`src/rtl/freq_meter.sv`:
```
// Gated frequency counter: counts rising edges of an asynchronous input
// over a fixed window of clk cycles and reports the count per window.
module freq_meter #(
  parameter int GATE_CYCLES = 100_000_000,
  parameter int CNT_W       = 32
) (
  input  logic             clk,
  input  logic             rst,
  input  logic             en,
  input  logic             sig_in,
  output logic [CNT_W-1:0] freq,
  output logic             freq_valid,
  output logic             overflow,
  output logic             busy
);

  localparam int GW = $clog2(GATE_CYCLES);
  localparam logic [GW-1:0] GLAST = GW'(GATE_CYCLES - 1);
  localparam logic [CNT_W-1:0] CMAX = '1;

  typedef enum logic {
    IDLE,
    MEASURE
  } state_t;

  state_t state_q, state_d;

  logic meta_q, s1_q, s2_q;
  logic e;

  logic [GW-1:0]    g_q, g_d;
  logic [CNT_W-1:0] cnt_q, cnt_d;
  logic [CNT_W-1:0] freq_q, freq_d;
  logic             sat_q, sat_d;
  logic             ovf_q, ovf_d;
  logic             vld_q, vld_d;

  logic [CNT_W-1:0] cnt_inc;
  logic             cnt_wrap;

  // Two-stage synchronizer followed by the edge-detect register.
  always_ff @(posedge clk or posedge rst) begin
    if (rst) begin
      meta_q <= 1'b0;
      s1_q   <= 1'b0;
      s2_q   <= 1'b0;
    end else begin
      meta_q <= sig_in;
      s1_q   <= meta_q;
      s2_q   <= s1_q;
    end
  end

  assign e = s1_q & ~s2_q;

  // Saturating increment of the edge counter for the current cycle.
  always_comb begin
    cnt_wrap = e & (cnt_q == CMAX);
    cnt_inc  = cnt_q + CNT_W'(e & ~cnt_wrap);
  end

  // State and datapath registers.
  always_ff @(posedge clk or posedge rst) begin
    if (rst) begin
      state_q <= IDLE;
      g_q     <= '0;
      cnt_q   <= '0;
      sat_q   <= 1'b0;
      freq_q  <= '0;
      ovf_q   <= 1'b0;
      vld_q   <= 1'b0;
    end else begin
      state_q <= state_d;
      g_q     <= g_d;
      cnt_q   <= cnt_d;
      sat_q   <= sat_d;
      freq_q  <= freq_d;
      ovf_q   <= ovf_d;
      vld_q   <= vld_d;
    end
  end

  // Window sequencing: start, count, abort, and contiguous rollover.
  always_comb begin
    state_d = state_q;
    g_d     = g_q;
    cnt_d   = cnt_q;
    sat_d   = sat_q;
    freq_d  = freq_q;
    ovf_d   = ovf_q;
    vld_d   = 1'b0;
    unique case (state_q)
      IDLE: begin
        if (en) begin
          state_d = MEASURE;
          g_d     = '0;
          cnt_d   = '0;
          sat_d   = 1'b0;
        end
      end
      MEASURE: begin
        if (!en) begin
          state_d = IDLE;
        end else if (g_q == GLAST) begin
          freq_d = cnt_inc;
          ovf_d  = sat_q | cnt_wrap;
          vld_d  = 1'b1;
          g_d    = '0;
          cnt_d  = '0;
          sat_d  = 1'b0;
        end else begin
          g_d   = g_q + GW'(1);
          cnt_d = cnt_inc;
          sat_d = sat_q | cnt_wrap;
        end
      end
      default: state_d = IDLE;
    endcase
  end

  assign freq       = freq_q;
  assign overflow   = ovf_q;
  assign freq_valid = vld_q;
  assign busy       = (state_q == MEASURE);

endmodule

```
`config.mk`:
```
export PLATFORM = sky130hd
export DESIGN_NAME = freq_meter
export DESIGN_NICKNAME = d
export VERILOG_FILES = /design/src/rtl/freq_meter.sv
export SDC_FILE = /design/constraint.sdc
export NUM_CORES = 1
export LEC_CHECK = 0
export BUFFER_PORTS_ARGS = -buffer_cell sky130_fd_sc_hd__buf_2
export CORE_ASPECT_RATIO = 0.7
export CORE_UTILIZATION = 60
export DETAILED_ROUTE_END_ITERATION = 7
export PLACE_DENSITY = 0.8
export SYNTH_ARGS = -nofsm -noshare
export SYNTH_HDL_FRONTEND = slang
export SYNTH_SLANG_ARGS = --single-unit
```
`constraint.sdc`:
```
create_clock -name clk -period 4.2 [get_ports clk]
set_input_delay 0.21 -clock clk [delete_from_list [all_inputs] [get_ports clk]]
set_output_delay 0.21 -clock clk [all_outputs]
set_load 0.02 [all_outputs]
```
==> qor.yml, run 1 <==
die_w_um: 110
ant_nets: 0
fin_nets: 543
drt_iter0_markers: 298
synth_common_cells: "dfrtp_1 (98), nand2_1 (62), o21ai_0 (38), xnor2_1 (32), nor2_1 (31)"
synth-seq-cells: 98
die_y_um: 77.3
cts_tree: "done"
yosysMostFrequentCell: "dfrtp_1"
crit_family: "simple AND/OR/NAND/NOR gates"
status: "finished clean"
avgSynthCellArea_um2: 9.48
ys_types: 51
crit_path_start_kind: "flop"
wl_per_cell_um: 16.6
worst_ep_arrival_time_ps: 4110
end_kind: "flop"
dr.pass1.iters: 5
critPathBufInv: 0
finalSetupTns_ps: 0
insertion_delay_ps: 350
vias: 3872
ys_dominant_reg_cell: "dfrtp_1"
netlist_area_um2: 4860
synthArstFlopShare: 1.00
nFillCells: 620
fin_crit_ps: 3870
area_growth_pct: 11.2
clockRootBuffer: "clkbuf_16"
crit_path_cell_trace: "nand4_1 > or2_2 > nor4_1 > nor2b_1 > ha_1 > ha_1 > nand3_1 > nor4_1 > nand4_1 > a21oi_1 > o21ba_2"
grt_pass1_vias: 3594
io_pins: 39
rr_worst_depth: 11
syn_nets: 520
grt_first_pass_wirelength_um: 17700
antenna_found_initial: 0
cts_resized: 0
via_per_inst: 6.03
clkTransAtPathRegs_ps: 60
std_cell_rows: 27
rsz0062_at_grt: "false"
regToRegStartpoint: "cnt_q[15]"
multi_input_area_um2: 2230
timing.rr.end: "cnt_q[30]"
fmax_mhz: 258
coreArea_um2: 7870
start_util: 0.618
yosys_warnings: 0
clockBufferDepth: 2
dieArea_um2: 8480
critPathSlowestCell: "nor4_1"
synth.area.top_cells: "dfrtp_1 (50%), xnor2_1 (5.8%), nand2_1 (4.8%)"
worst_pin_slew_ps: 1230
synth_top_area_cell: "dfrtp_1"
final-hold-violation-count: 0
grt_use_total: 0.274
ir_drop_mv: 0.314
power.leakage_nw: 2.38
setup_viol: 0
synth-edff-count: 0
slowest_delay_ps: 1100
synthCells: 513
cp_max_fo: 8
layout-drive-gt1-share: 0.133
gp_congestion: 0.807
min_period_over_period: 0.921
power_density_nw_per_um2: 337
min_path_type: "primary input to async pin"
required_ps: 4440
numCtsBuffers: 9
overflow: 0
crit_type: "flop to flop"
clock_sinks: 98
route.detailed.drc: 0
wirelength_um: 10700
fin_skew_ps: 7.36
maxSlewViolCount: 0
ys_seq_area_frac: 0.504
stdcell_count: 642
grt_start_max_net_pins: 71
maxCapViolCount: 0
relSlewSlack: 0.171
port-buffer-count: 38
htreeDepth: 3
netlist.area_leader.share: 0.504
seq_area_um2: 2450
reg2reg_slack_ps: 330
insertedDiodeCount: 0
hpwl_um: 6900
dp.cells: 625
## layout make-up
cell class              count  area share
multi-input cells         362       0.412
inverters                  21      0.0150
flip-flops and latches     98       0.453
clock buffers              13      0.0481
clock inverters             3     0.00440
well taps                 101      0.0234
repair buffers             44      0.0440
## per-stage QoR
stage	hold WS [ps]	power, W	setup slack (ps)	utilization	area (µm²)
2_1_floorplan	241	0.00103	975	-	4860
5_1_grt	120	0.00188	30.1	0.687	5410
4_1_cts	70.9	0.00183	497	0.687	5410
6_report	39.3	0.00182	331	0.687	5410
3_3_place_gp	319	0.00105	706	0.650	5110
3_5_place_dp	325	0.00106	534	0.650	5110
## sequential cells by signal (all words and copies together) (netlist names)
name,flops
busy,1
overflow,1
sat_q,1
meta_q,1
s2_q,1
freq_valid,1
s1_q,1
g_q,27
freq,32
cnt_q,32
## routing by layer
metal / track usage / vias to the layer above / part of all wire
met2: 0.409 / 135 / 0.45
met1: 0.394 / 1869 / 0.48
met5: 0 / - / 0
met3: 0.0681 / 15 / 0.056
met4: 0.0867 / 0 / 0.016
li1: - / 1853 / -
## how the worst max path moves through the flow
stage	startpoint	endpoint	slack, ps	depth (start not counted)
2_1_floorplan	cnt_q[15]	cnt_q[30]	980	13
3_3_place_gp	cnt_q[15]	cnt_q[30]	710	11
3_5_place_dp	cnt_q[15]	cnt_q[30]	530	11
4_1_cts	cnt_q[15]	cnt_q[30]	500	11
5_1_grt	cnt_q[15]	cnt_q[30]	30	11
6_report	cnt_q[15]	cnt_q[30]	330	11
## timing repair
action / 4_1_cts / 5_1_grt
setup endpoints to repair: 0 / 0
hold buffers: 1 / 0
buffers inserted: 0 / 0
endpoints found under the hold margin: 1 / 0
## report_power, final
part / total [W] / leakage [nW] / internal, W / switching, W
sequential: 0.000964 / 1.35 / 0.000952 / 0.0000119
clock: 0.000782 / 0.132 / 0.000435 / 0.000347
combinational: 0.0000745 / 0.898 / 0.0000192 / 0.0000553
total: 0.00182 / 2.38 / 0.00141 / 0.000414
## worst reg2reg max path, stage by stage, from the launching register on
cell,delay [ps]
dfrtp_1,460
nand4_1,220
or2_2,240
nor4_1,110
nor2b_1,140
ha_1,240
ha_1,270
nand3_1,270
nor4_1,1100
nand4_1,330
a21oi_1,210
o21ba_2,170
## cells in the final DEF, fill, tap and decap left out, types with 17 or more instances in the layout
| cell | synthesis | routed |
|---|---|---|
| a31oi_1 | 27 | 26 |
| nand2_1 | 62 | 62 |
| buf_2 | 4 | 38 |
| a21oi_1 | 17 | 17 |
| nor2_1 | 31 | 31 |
| dfrtp_1 | 98 | 98 |
| o21ai_0 | 38 | 38 |
| nand3_1 | 17 | 17 |
| xnor2_1 | 32 | 32 |
| inv_1 | 21 | 20 |
## cell families (layout without fill, tap and decap cells)
logic type | count (synthesis) | after routing | synth area share
AO/OA/AOI/OAI | 112 | 112 | 0.138
multiplexers | 4 | 4 | 0.00900
adder cells (fa/ha/maj) | 3 | 3 | 0.00772
AND/OR/NAND/NOR | 198 | 198 | 0.218
flip-flops | 98 | 98 | 0.504
XOR/XNOR | 45 | 45 | 0.0810
buffers and inverters | 53 | 81 | 0.0424
(Power assumes the default switching activity.)
==> run 2, diff against run 1 <==
==> constraint.sdc (replaced) <==
create_clock -name clk -period 4.2 [get_ports clk]
set_input_delay 0.42 -clock clk [delete_from_list [all_inputs] [get_ports clk]]
set_output_delay 0.42 -clock clk [all_outputs]
set_load 0.02 [all_outputs]
==> run 2 against run 1 <==
Against the previous run:
- clock-buffer cell count shrank 3
- fmax rose by 0.50%
- final cell count down 0.47%
- critical path depth stayed put
- combinational power fell by 1%
- sequential power about the same
- largest cell class unchanged
- final area shrank 0.14%
- sequential cell count unchanged
==> qor.yml, run 2 (synthesized netlist as in run 1, its figures left out) <==
fin_crit_ps: 3850  # was 3870 ps
final-hold-violation-count: 0  # unchanged
grt_use_total: 0.275  # was 0.274
dr.pass1.iters: 5  # unchanged
min_path_type: "primary input to flop"  # was primary input to async pin
area_growth_pct: 11.0  # was 11.2%
power_density_nw_per_um2: 343  # was 337 nW/µm²
wirelength_um: 10600  # was 10,700 µm
required_ps: 4440  # about the same
fin_skew_ps: 4.88  # was 7.36 ps
grt_first_pass_wirelength_um: 17800  # was 17,700 µm
min_period_over_period: 0.917  # was 0.921
grt_start_max_net_pins: 71  # unchanged
die_y_um: 77.3  # unchanged
worst_pin_slew_ps: 1230  # about the same
grt_pass1_vias: 3598  # was 3,594
clock_sinks: 98  # unchanged
clkTransAtPathRegs_ps: 60  # about the same
maxSlewViolCount: 0  # unchanged
antenna_found_initial: 0  # unchanged
status: "finished clean"  # unchanged
worst_ep_arrival_time_ps: 4090  # was 4110 ps
finalSetupTns_ps: 0  # unchanged
numCtsBuffers: 9  # unchanged
layout.cells.most_common_list: "dfrtp_1 (98), nand2_1 (62), o21ai_0 (38), buf_2 (38), xnor2_1 (32)"  # unchanged
rsz0062_at_grt: "false"  # unchanged
crit_path_start_kind: "flop"  # unchanged
relSlewSlack: 0.171  # about the same
cts_tree: "done"  # unchanged
end_kind: "flop"  # unchanged
cts_resized: 0  # unchanged
wl_per_cell_um: 16.5  # was 16.6 µm
dieArea_um2: 8480  # unchanged
start_util: 0.618  # unchanged
gp_congestion: 0.811  # was 0.807
overflow: 0  # unchanged
insertion_delay_ps: 340  # was 350 ps
cp_max_fo: 8  # unchanged
ant_nets: 0  # unchanged
coreArea_um2: 7870  # unchanged
crit_path_cell_trace: "nand4_1 > or2_2 > nor4_1 > nor2b_1 > ha_1 > ha_1 > nand3_1 > nor4_1 > nand4_1 > a21oi_1 > o21ba_2"  # unchanged
fmax_mhz: 260  # was 258 MHz
crit_type: "flop to flop"  # unchanged
clockBufferDepth: 2  # unchanged
std_cell_rows: 27  # unchanged
critPathSlowestCell: "nor4_1"  # unchanged
setup_viol: 0  # unchanged
nFillCells: 597  # was 620
die_w_um: 110  # unchanged
fin_nets: 541  # was 543
cts_hold_buf: 0  # was 1
route.detailed.drc: 0  # unchanged
port-buffer-count: 38  # unchanged
layout-drive-gt1-share: 0.134  # was 0.133
hpwl_um: 6990  # was 6900 µm
postCtsSetupBuffers: 0  # unchanged
slowest_delay_ps: 1090  # was 1100 ps
io_pins: 39  # unchanged
insertedDiodeCount: 0  # unchanged
final_util: 0.686  # was 0.687
vias: 3900  # was 3,872
crit_family: "simple AND/OR/NAND/NOR gates"  # unchanged
ir_drop_mv: 0.264  # was 0.314 mV
critPathBufInv: 0  # unchanged
htreeDepth: 3  # unchanged
drt_iter0_markers: 264  # was 298
final_common_cell: "dfrtp_1"  # unchanged
maxCapViolCount: 0  # unchanged
power.leakage_nw: 2.38  # about the same
via_per_inst: 6.10  # was 6.03
clockRootBuffer: "clkbuf_16"  # unchanged
run 2: cell types whose count changed in the layout (fill, tap and decap cells not counted), sizes merged:
cell / change
clkbuf: -3
buf: -1
bufinv: +1
clkinv: +1
dlygate4sd3: -1
run 2: final timing paths:
path	depth (start not counted)	from	endpoint	slack [ps]
max	11	cnt_q[16]	cnt_q[30]	350
min	1	sig_in	meta_q	180
max reg2reg	11	cnt_q[16]	cnt_q[30]	350
min reg2reg	0	meta_q	s1_q	350
max in group asynchronous	3	rst	freq[16]	3040
min in group asynchronous	2	rst	g_q[8]	240
run 2: per-layer routing:
layer / track usage / wire length (µm) / up-vias
li1: - / - / 1857
met1: 0.404 / 4930 / 1898
met2: 0.407 / 4930 / 134
met3: 0.0613 / 580 / 11
met4: 0.0853 / 133 / 0
met5: 0 / 0 / -
run 2: worst register-to-register path: cells and delay by family (launching register included):
| kind | cells | cell delay, ps |
|---|---|---|
| flops | 1 | 440 |
| compound gates | 2 | 380 |
| simple gates | 7 | 2380 |
| fa+ha+maj | 2 | 530 |
run 2: area by class of cell:
| type | instances | area [µm²] | area share |
|---|---|---|---|
| clock buffer | 10 | 239 | 0.0443 |
| tap | 101 | 126 | 0.0234 |
| inverter | 21 | 81.3 | 0.0151 |
| sequential | 98 | 2450 | 0.454 |
| clock inverter | 5 | 55.1 | 0.0102 |
| timing repair buffer | 42 | 220 | 0.0408 |
| multi-input combinational | 362 | 2230 | 0.412 |
run 2: report_power, final:
group / internal [W] / switching (W) / leakage (nW)
registers: 0.000953 / 0.0000116 / 1.35
logic: 0.0000179 / 0.0000557 / 0.889
clock network: 0.000472 / 0.000340 / 0.140
run 2: metrics by stage:
step	total power, W	instances	hold slack [ps]	worst slack [ps]	cell area (µm²)
5_1_grt	0.00192	639	163	71.1	5400
4_1_cts	0.00187	639	169	393	5400
6_report	0.00185	639	176	350	5400
2_1_floorplan	0.00103	513	331	975	4860
3_3_place_gp	0.00105	624	338	737	5110
3_5_place_dp	0.00106	624	342	430	5110
